--- config.mk ---
export PLATFORM = sky130hd
export DESIGN_NAME = challenge_sequencer_flat
export DESIGN_NICKNAME = d
export VERILOG_FILES = /design/src/rtl/challenge_sequencer_if.sv /design/src/rtl/challenge_sequencer.sv /design/src/flat_wrapper.sv
export SDC_FILE = /design/constraint.sdc
export NUM_CORES = 1
export LEC_CHECK = 0
export CAP_MARGIN = 10
export CORE_AREA = 2 2 51 72
export CTS_CLUSTER_DIAMETER = 60
export DETAILED_ROUTE_END_ITERATION = 10
export DIE_AREA = 0 0 53 74
export PLACE_DENSITY_LB_ADDON = 0.3
export SLEW_MARGIN = 30
export SYNTH_ARGS = -nofsm -noshare
export SYNTH_HDL_FRONTEND = slang
export SYNTH_SLANG_ARGS = --single-unit
--- constraint.sdc ---
create_clock -name clk -period 1.5 [get_ports clk]
set_input_delay 0.225 -clock clk [delete_from_list [all_inputs] [get_ports clk]]
set_output_delay 0.225 -clock clk [all_outputs]
set_load 0.02 [all_outputs]
--- src/rtl/challenge_sequencer_if.sv ---
// CRP output channel of the challenge sequencer: valid/ready plus payload.
interface challenge_sequencer_if #(
  parameter int CW = 3
);
  logic          crp_valid;
  logic          crp_ready;
  logic [CW-1:0] crp_chal;
  logic          crp_resp;
  logic [2:0]    crp_ones;

  modport master (
    output crp_valid,
    output crp_chal,
    output crp_resp,
    output crp_ones,
    input  crp_ready
  );

  modport slave (
    input  crp_valid,
    input  crp_chal,
    input  crp_resp,
    input  crp_ones,
    output crp_ready
  );
endinterface

--- src/rtl/challenge_sequencer.sv ---
// Challenge sequencer: sweeps C over NUM_CRP values, samples the PUF response
// REPEATS times per challenge after a settle window, and emits a
// majority-voted CRP on a valid/ready channel.
module challenge_sequencer #(
  parameter int CW            = 3,
  parameter int SETTLE_CYCLES = 16,
  parameter int REPEATS       = 5,
  parameter int NUM_CRP       = 8
) (
  input  logic                      clk,
  input  logic                      clear,
  input  logic                      start,
  output logic [CW-1:0]             C,
  input  logic                      resp_in,
  challenge_sequencer_if.master     crp,
  output logic                      busy,
  output logic                      done
);

  typedef enum logic [2:0] {
    S_IDLE,
    S_SETTLE,
    S_SAMPLE,
    S_EMIT,
    S_DONE
  } state_t;

  state_t        state_q, state_d;
  logic [7:0]    timer_q, timer_d;
  logic [2:0]    rep_q, rep_d;
  logic [2:0]    ones_q, ones_d;
  logic [CW-1:0] idx_q, idx_d;
  logic [CW-1:0] c_q, c_d;
  logic          valid_q, valid_d;
  logic [CW-1:0] chal_q, chal_d;
  logic          resp_q, resp_d;
  logic [2:0]    onesout_q, onesout_d;
  logic          busy_q, busy_d;
  logic          done_q, done_d;
  logic [2:0]    ones_upd;

  // Next-state and registered-output computation.
  always_comb begin
    state_d   = state_q;
    timer_d   = timer_q;
    rep_d     = rep_q;
    ones_d    = ones_q;
    idx_d     = idx_q;
    c_d       = c_q;
    valid_d   = valid_q;
    chal_d    = chal_q;
    resp_d    = resp_q;
    onesout_d = onesout_q;
    ones_upd  = ones_q + {2'b00, resp_in};
    case (state_q)
      S_IDLE: begin
        if (start) begin
          state_d = S_SETTLE;
          c_d     = '0;
          idx_d   = '0;
          ones_d  = '0;
          rep_d   = '0;
          timer_d = '0;
        end
      end
      S_SETTLE: begin
        timer_d = timer_q + 8'd1;
        if (timer_q == 8'(SETTLE_CYCLES - 1)) state_d = S_SAMPLE;
      end
      S_SAMPLE: begin
        ones_d = ones_upd;
        rep_d  = rep_q + 3'd1;
        if (rep_q == 3'(REPEATS - 1)) begin
          state_d   = S_EMIT;
          valid_d   = 1'b1;
          chal_d    = c_q;
          onesout_d = ones_upd;
          resp_d    = (ones_upd > 3'(REPEATS / 2));
        end else begin
          timer_d = '0;
          state_d = S_SETTLE;
        end
      end
      S_EMIT: begin
        if (crp.crp_ready) begin
          valid_d = 1'b0;
          if (idx_q == CW'(NUM_CRP - 1)) begin
            state_d = S_DONE;
          end else begin
            // C advances only here, so each challenge gets a full settle window.
            idx_d   = idx_q + 1'b1;
            c_d     = c_q + 1'b1;
            ones_d  = '0;
            rep_d   = '0;
            timer_d = '0;
            state_d = S_SETTLE;
          end
        end
      end
      S_DONE: state_d = S_IDLE;
      default: state_d = S_IDLE;
    endcase
    busy_d = (state_d != S_IDLE);
    done_d = (state_d == S_DONE);
  end

  // State and output registers; clear wins over everything.
  always_ff @(posedge clk) begin
    if (clear) begin
      state_q   <= S_IDLE;
      timer_q   <= '0;
      rep_q     <= '0;
      ones_q    <= '0;
      idx_q     <= '0;
      c_q       <= '0;
      valid_q   <= 1'b0;
      chal_q    <= '0;
      resp_q    <= 1'b0;
      onesout_q <= '0;
      busy_q    <= 1'b0;
      done_q    <= 1'b0;
    end else begin
      state_q   <= state_d;
      timer_q   <= timer_d;
      rep_q     <= rep_d;
      ones_q    <= ones_d;
      idx_q     <= idx_d;
      c_q       <= c_d;
      valid_q   <= valid_d;
      chal_q    <= chal_d;
      resp_q    <= resp_d;
      onesout_q <= onesout_d;
      busy_q    <= busy_d;
      done_q    <= done_d;
    end
  end

  assign C             = c_q;
  assign crp.crp_valid = valid_q;
  assign crp.crp_chal  = chal_q;
  assign crp.crp_resp  = resp_q;
  assign crp.crp_ones  = onesout_q;
  assign busy          = busy_q;
  assign done          = done_q;

endmodule
--- src/flat_wrapper.sv ---
// flat-port wrapper written by rule: the top's interface ports become plain ports
module challenge_sequencer_flat 
#(
  parameter int CW            = 3,
  parameter int SETTLE_CYCLES = 16,
  parameter int REPEATS       = 5,
  parameter int NUM_CRP       = 8
)
  (clk, clear, start, C, resp_in, busy, done, crp_crp_valid, crp_crp_chal, crp_crp_resp, crp_crp_ones, crp_crp_ready);
  challenge_sequencer_if #(.CW(CW)) crp_i ();
  input  logic clk;
  input  logic clear;
  input  logic start;
  output logic [CW-1:0] C;
  input  logic resp_in;
  output logic busy;
  output logic done;
  output wire logic [$bits(crp_i.crp_valid)-1:0] crp_crp_valid;
  output wire logic [$bits(crp_i.crp_chal)-1:0] crp_crp_chal;
  output wire logic [$bits(crp_i.crp_resp)-1:0] crp_crp_resp;
  output wire logic [$bits(crp_i.crp_ones)-1:0] crp_crp_ones;
  input wire logic [$bits(crp_i.crp_ready)-1:0] crp_crp_ready;
  assign crp_crp_valid = crp_i.crp_valid;
  assign crp_crp_chal = crp_i.crp_chal;
  assign crp_crp_resp = crp_i.crp_resp;
  assign crp_crp_ones = crp_i.crp_ones;
  assign crp_i.crp_ready = crp_crp_ready;
  challenge_sequencer #(.CW(CW), .SETTLE_CYCLES(SETTLE_CYCLES), .REPEATS(REPEATS), .NUM_CRP(NUM_CRP)) u_core (.clk(clk), .clear(clear), .start(start), .C(C), .resp_in(resp_in), .crp(crp_i), .busy(busy), .done(done));
endmodule
* Word-level counts from Yosys, hierarchy flattened
Cells that the tools add are included.
Word-level totals: register bits after elaboration 33, input bits 5, output and inout port bits 13, logic and storage cells 66
Operators by class: $add $sub $neg 5, magnitude comparators 1, equal/unequal tests 12, mux-type cells 25, reductions and logical operators 11
Operators with widths (count):
- $mux 3 | 11
- $mux 8 | 4
- $pmux 8 s4 | 1
- $pmux 3 s3 | 2
- $pmux 3 s2 | 2
- $pmux 3 s4 | 1
- $add 3x1->3 const B | 3
- $eq 3x3->1 const B | 3
- $add 8x1->8 const B | 1
- $eq 8x4->1 const B | 1
- $ne 2x2->1 const B | 4
- $reduce_and 4->1 | 2
- $eq 3x2->1 const B | 2
- $reduce_bool 3->1 | 2
- $reduce_and 5->1 | 1
- $reduce_bool 2->1 | 2
- $reduce_bool 4->1 | 1
- $add 3x1->3 | 1
- $eq 3x1->1 const B | 1
- $gt 3x2->1 const B | 1
- $logic_not 3->1 | 1
- $reduce_and 3->1 | 1
- $mux 1 | 2
- $mux 2 | 1
- other kinds (3) | 3

* Depth between registers and ports, before layout
Gate-level depths: netlist of the first run.
depth after elaboration 5, mapped depth 7, gate-level depth less buffers 6

* Worst setup path after synthesis of the first run
Ideal clock, no wire load.
path type flip-flop to flip-flop, start register u_core.idx_q[0], end register u_core.c_q[1], in the netlist u_core.C[1], setup time 0.115 ns, data arrival time 1.501 ns, required time 1.385 ns, path slack -0.116 ns, cell stages (with the launch flop) 7, path buffers 0, clock period less this slack 1.616 ns, path through dfxtp_1 > ha_1 > ha_1 > nand4b_1 > a21oi_4 > mux2i_1 > nor2_1
On the way: cells in the longest elaborated chain, start to end 3
RTL lines:
- start: declaration | line challenge_sequencer.sv:32 | logic [CW-1:0] idx_q, idx_d;
- start signal: assignment | line challenge_sequencer.sv:127 | idx_q <= idx_d;
- $eq 3x3->1 | line challenge_sequencer.sv:87 | if (idx_q == CW'(NUM_CRP - 1)) begin
- $ne 2x2->1 (no line)
- $reduce_and 4->1 (no line)
- end signal: assignment | line challenge_sequencer.sv:115 | c_q <= '0;
- end signal: assignment | line challenge_sequencer.sv:128 | c_q <= c_d;
- end: declaration | line challenge_sequencer.sv:33 | logic [CW-1:0] c_q, c_d;
No other way between the ends. A chain may end at the register's enable or synchronous reset.

* Worst setup path after layout of the first run
start register u_core.idx_q[1], end register u_core.idx_q[2]
On the way: cells in the longest elaborated chain, start to end 4, elaborated cells on any way between the ends 7, those cells by class add/sub (1); eq/ne (2); mux (3); reduce/logical (1)
RTL lines:
- $add 3x1->3 | line challenge_sequencer.sv:91 | idx_d = idx_q + 1'b1;
- $mux 3 | line challenge_sequencer.sv:87
- $mux 3 | line challenge_sequencer.sv:85 | if (crp.crp_ready) begin
- $pmux 3 s2 | line challenge_sequencer.sv:55 | case (state_q)
Several ways; a longest one is shown, not always the timed one. The select of a mux whose other input is x is not followed.

==> impl_metrics.yaml, run 1 <==
run_status:
  status: "finished with violations"
  failed_checks: "negative setup slack"
drt:
  drt-initial-drc-count: 30
  wl_um: 3510
  drt-wirelength-per-cell_um: 13.8
  vias: 1368
  drc: 0
  detail-route-antenna-nets: 0
  dr.pass1.iters: 4
  via_per_inst: 5.39
grt:
  grt_util_all_layers_pct: 20.9
  overflow: 0
  grt_start_max_net_pins: 10
  first_global_vias: 1454
  antenna_found_initial: 0
  grt_first_pass_wirelength_um: 6090
  use_met1_pct: 21.0
  top_usage_layer: "met2"
  grt_use_met3_pct: 6.22
  grtUsageMet2_pct: 40.4
final_layout:
  layout-drive-gt1-share_pct: 28.0
  final_nets: 227
  layout_common_cells: "30 x buf_4, 29 x dfxtp_1, 18 x nor2_1"
  synthToLayoutAreaGrowth_pct: 39.8
  final_common_cell: "buf_4"
  num_antenna_cells: 0
floorplan:
  fp.dieH_um: 74
  ios: 18
  start_util_pct: 46.5
  core_mm2: 0.00328
  dieWidth_um: 53
  num_rows: 25
  die_area_mm2: 0.00392
logic_synthesis:
  synth-compound-area-share_pct: 17.2
  yosys.area_share.xor_xnor_pct: 2.87
  yosys.area_share.simple_pct: 22.5
  syn-cell-area_mm2: 0.00153
  syn_avg_cell_area_um2: 9.36
  syn-num-nets: 176
  ys_seq_area_share_pct: 43.3
  yosysWarnings: 0
  synthDistinctLibCells: 39
  synth.ff_latch_count: 33
  synth_mux_area_share_pct: 4.67
  postSynth.asyncResetShare_pct: 0
  syn_inst: 163
  ys.flop_type: "dfxtp_1"
  synth-edff-count: 0
  synthAdderAreaFrac_pct: 6.56
  synth_top_family_by_area: "simple AND/OR/NAND/NOR gates"
timing:
  worst_pin_slew_ps: 292
  clock_skew_ps: 5.30
  worst_slack_ps: -159
  fin_crit_sh_pct: 111
  slew_headroom_pct: 80.4
  drv_slew: 0
  fin_crit_ps: 1660
  fmaxAchievable_mhz: 603
  holdWs_ps: 456
  setup_viol: 16
  hold_violations: 0
  timing.setup.tns_ps: -1310
  rsz0062_at_grt: "yes"
min_path:
  hold_class: "register to register"
clock_network:
  cts_root_buf: "clkbuf_8"
  cts_htree_levels: 2
  clk_latency_ps: 280
  clock_path_buffers: 2
  cts_tree: "yes"
  clk_pin_slew_ps: 60
  cts_hold_buf: 0
  cts_buffers: 5
  cts.sinks: 33
worst_setup_path:
  cp.arrival_ps: 1830
  cp_data_required_time_ps: 1670
  crit_type: "register to register"
  critPathLaunchType: "register"
  cp-end-kind: "register"
  cp_max_fo: 4
pwr:
  power.leakage_nw: 0.982
  power_density_mw_per_mm2: 873
  vdd_drop_max_mv: 0.651
place:
  dp_hpwl_um: 2660
  gp_congestion: 0.732
  portBuffers: 17
flow_run:
  drv_cap: 0
## critical path, cell delays in order, from the launching register on
cell and delay (ps):
dfxtp_2 340, ha_4 160, ha_4 160, nand4b_1 240
a21oi_4 260, buf_12 140, mux2i_2 200, nor2_1 50
## sequential cells by signal, summed over array words and instances, names as in the netlist
name,cells
u_core.C,3
u_core.busy,1
u_core.crp.crp_chal,3
u_core.crp.crp_ones,3
u_core.crp.crp_resp,1
u_core.crp.crp_valid,1
u_core.done,1
u_core.idx_q,3
u_core.ones_q,3
u_core.rep_q,3
u_core.state_q,3
u_core.timer_q,8
## report_power, final
| group | leakage, nW | switching, mW | total [mW] | internal (mW) |
|---|---|---|---|---|
| registers | 0.269 | 0.0236 | 0.925 | 0.901 |
| clock network | 0.0443 | 0.301 | 0.665 | 0.363 |
| logic | 0.669 | 0.121 | 0.274 | 0.153 |
| total | 0.982 | 0.446 | 1.86 | 1.42 |
## layer usage
layer	share of wire [%]	up-vias
met5	0	-
met3	4.0	4
li1	-	693
met2	56	27
met1	38	644
met4	1.5	0
## worst paths after layout
path | end | slack, ps | from | cells past startpoint
max reg2reg | u_core.idx_q[2]$_SDFFE_PP0P_ | -160 | u_core.idx_q[1]$_SDFFE_PP0P_ | 7
max | u_core.idx_q[2]$_SDFFE_PP0P_ | -160 | u_core.idx_q[1]$_SDFFE_PP0P_ | 7
min | u_core.crp.crp_chal[0]$_SDFFE_PP0P_ | 460 | u_core.crp.crp_chal[0]$_SDFFE_PP0P_ | 2
min reg2reg | u_core.crp.crp_chal[0]$_SDFFE_PP0P_ | 460 | u_core.crp.crp_chal[0]$_SDFFE_PP0P_ | 2
## synthesized netlist by cell type (3+ instances only)
master / count / area share [%]
xnor2_1: 4 / 2.3
or2_2: 3 / 1.2
nand2b_1: 4 / 1.6
a211o_1: 4 / 2.3
nor3_1: 11 / 3.6
ha_1: 8 / 6.6
dfxtp_1: 33 / 43
and3_1: 3 / 1.2
inv_1: 3 / 0.74
nor2_1: 18 / 4.4
nand2_1: 15 / 3.7
o211a_1: 4 / 2.6
mux2i_1: 6 / 3.9
a21oi_1: 11 / 3.6
nand3_1: 5 / 1.6
## metrics by stage
step | area (µm²) | std cells | power [mW] | setup slack (ps) | utilization [%]
global placement | 1950 | 242 | 1.17 | -277 | 59.4
CTS | 2100 | 254 | 1.89 | -93.2 | 64.0
detailed placement | 1950 | 242 | 1.19 | -353 | 59.4
floorplan | 1550 | 163 | 1.08 | -34.9 | -
finish | 2130 | 254 | 1.86 | -159 | 65.0
global route | 2130 | 254 | 1.95 | -193 | 65.0
## cells by family after synthesis
kind of cell             Yosys count
adder cells (fa/ha/maj)            8
XOR/XNOR                           5
flip-flops                        33
multiplexers                       7
AO/OA/AOI/OAI                     32
buffers and inverters              9
AND/OR/NAND/NOR                   69
## timing repair
item | in CTS | in global routing
buffers inserted | 5 | 1
gates resized for setup | 5 | 10
endpoints found under the setup margin | 19 | 28
pin swaps | 5 | 6
## cell type report
cell class	count	area [µm²]
clock buffer	7	86.3
timing repair buffer	50	450
sequential	33	666
fill	272	1150
multi-input combinational	121	871
inverter	3	11.3
tap	40	50.0
Note: power is estimated with default switching activity, not from simulation.
==> run 2, diff against run 1 <==
GPL_TIMING_DRIVEN = 0   (was default)
SKIP_CTS_REPAIR_TIMING = 1   (was default)
==> run 2 against run 1 <==
The run still ends with negative setup slack left; global-route usage is 2.4 points lower; highest routed layer unchanged; power is 0.71% lower; combinational power is 7% lower; clock power is 1% higher; count of clock-buffer cells in the layout is 2 lower; largest cell class unchanged; critical endpoint is now u_core.C[1]$_SDFFE_PP0P_; cell count is 9.1% lower; setup slack better by 45 ps; utilization is 4.0 points lower; largest power group unchanged; cell area is 6.2% lower; fmax is 2.8% higher; first-iteration DRC count is 6.7% lower.
==> impl_metrics.yaml, run 2 (synthesis results as in run 1) <==
grt:
  antenna_found_initial: 0
  first_global_vias: 1202
  grt_first_pass_wirelength_um: 5260
  grt_util_all_layers_pct: 18.5
  grt_start_max_net_pins: 12
  overflow: 0
final_layout:
  final_area_mm2: 0.00200
  regMostFlops: "u_core.timer_q"
  instances_no_fill: 231
  final_common_cell: "dfxtp_1"
  final_nets: 203
  post-route-util_pct: 61.0
  layout_common_cells: "27 x dfxtp_1, 16 x nor2_1, 14 x nand2_1"
  layout-drive-gt1-share_pct: 24.1
  synthToLayoutAreaGrowth_pct: 31.2
  num_antenna_cells: 0
  largest_reg_flops: 8
timing:
  timing.setup.tns_ps: -795
  hold_violations: 0
  clock_skew_ps: 5.60
  fin_crit_sh_pct: 108
  worst_pin_slew_ps: 509
  holdWs_ps: 460
  rsz0062_at_grt: "yes"
  fmaxAchievable_mhz: 619
  slew_headroom_pct: 66.1
  fin_crit_ps: 1610
  drv_slew: 0
  setup_viol: 11
  worst_slack_ps: -114
min_path:
  min_from: "u_core.crp.crp_chal[2]$_SDFFE_PP0P_"
  hold_depth: 2
  whs_endpoint: "u_core.crp.crp_chal[2]$_SDFFE_PP0P_"
  hold_class: "register to register"
place:
  dp_cells: 220
  dp_hpwl_um: 2330
  place_ws_ps: -395
  gp_congestion: 0.731
  place_area_mm2: 0.00177
  portBuffers: 17
worst_setup_path:
  cp_max_fo: 8
  critPathLaunchType: "register"
  cp.arrival_ps: 1810
  reg2reg_from: "u_core.idx_q[0]$_SDFFE_PP0P_"
  crit_type: "register to register"
  cp-end-kind: "register"
  cp_data_required_time_ps: 1690
  reg2reg_slack_ps: -110
  r2r_end: "u_core.C[1]$_SDFFE_PP0P_"
  rr_worst_depth: 7
pwr:
  power_density_mw_per_mm2: 924
  total_power_mw: 1.85
  p_switching_mw: 0.500
  vdd_drop_max_mv: 0.771
  power.leakage_nw: 0.881
  p_sw_share_pct: 27.0
  seq_power_share_pct: 49.8
  power.internal_mw: 1.35
  p_comb_share_pct: 13.9
  clock_power_share_pct: 36.4
clock_network:
  cts_buffers: 5
  clock_path_buffers: 2
  cts_root_buf: "clkbuf_8"
  cts.sinks: 33
  clk_pin_slew_ps: 70
  cts_tree: "yes"
  cts_htree_levels: 2
  clk_latency_ps: 300
floorplan:
  dieWidth_um: 53
  num_rows: 25
  ios: 18
  start_util_pct: 46.5
  fp.dieH_um: 74
  core_mm2: 0.00328
  die_area_mm2: 0.00392
run_status:
  status: "finished with violations"
  failed_checks: "negative setup slack"
drt:
  via_per_inst: 5.63
  drc: 0
  vias: 1300
  drt-initial-drc-count: 28
  dr.pass1.iters: 4
  detail-route-antenna-nets: 0
  drt-wirelength-per-cell_um: 14.6
  wl_um: 3370
flow_run:
  drv_cap: 0
-- run 2: changes by cell type in the layout (fill, tap and decap cells not counted), moves of 2 or more --
cell / change
dfxtp_2: +2
dlygate4sd2_1: -3
dfxtp_1: -2
nor3_1: -3
nor3_2: +2
buf_4: -26
nor2_1: -2
dlymetal6s2s_1: +2
clkinv_2: +2
-- run 2: layer usage --
layer / global-route usage [%] / up-vias / wire, µm
li1: - / 646 / -
met1: 19.8 / 624 / 1350
met2: 32.1 / 24 / 1800
met3: 5.62 / 6 / 137
met4: 9.97 / 0 / 74
met5: 0 / - / 0
-- run 2: critical path, stage by stage (launching register included) --
cell	delay [ps]
dfxtp_2	340
ha_4	160
ha_4	170
nand4b_1	260
a21oi_4	200
buf_12	140
mux2i_1	180
nor2_1	60
-- run 2: final cells by class --
type                            instances  area, µm²
Multi-Input combinational cell        121        915
Sequential cell                        33        668
Clock inverter                          3       17.5
Fill cell                             275       1280
Buffer                                  5       35.0
Inverter                                3       11.3
Clock buffer                            5       68.8
Tap cell                               40       50.0
Timing Repair Buffer                   21        238
-- run 2: power groups by stage --
stage	Combinational (mW)	Sequential, mW	Clock (mW)
after floorplan	0.137	0.943	0
after CTS	0.200	0.921	0.675
after detailed placement	0.199	0.941	0
after global placement	0.191	0.938	0
final	0.256	0.921	0.673
after global routing	0.278	0.923	0.716
-- run 2: how the worst max path moves through the flow --
stage | startpoint | to
2_1_floorplan | u_core.idx_q[0]$_SDFFE_PP0P_ | u_core.C[1]$_SDFFE_PP0P_
3_3_place_gp | start | u_core.C[1]$_SDFFE_PP0P_
3_5_place_dp | start | u_core.C[1]$_SDFFE_PP0P_
4_1_cts | u_core.rep_q[0]$_SDFFE_PP0P_ | u_core.timer_q[7]$_SDFFE_PP0P_
5_1_grt | u_core.idx_q[0]$_SDFFE_PP0P_ | u_core.C[1]$_SDFFE_PP0P_
6_report | u_core.idx_q[0]$_SDFFE_PP0P_ | u_core.C[1]$_SDFFE_PP0P_
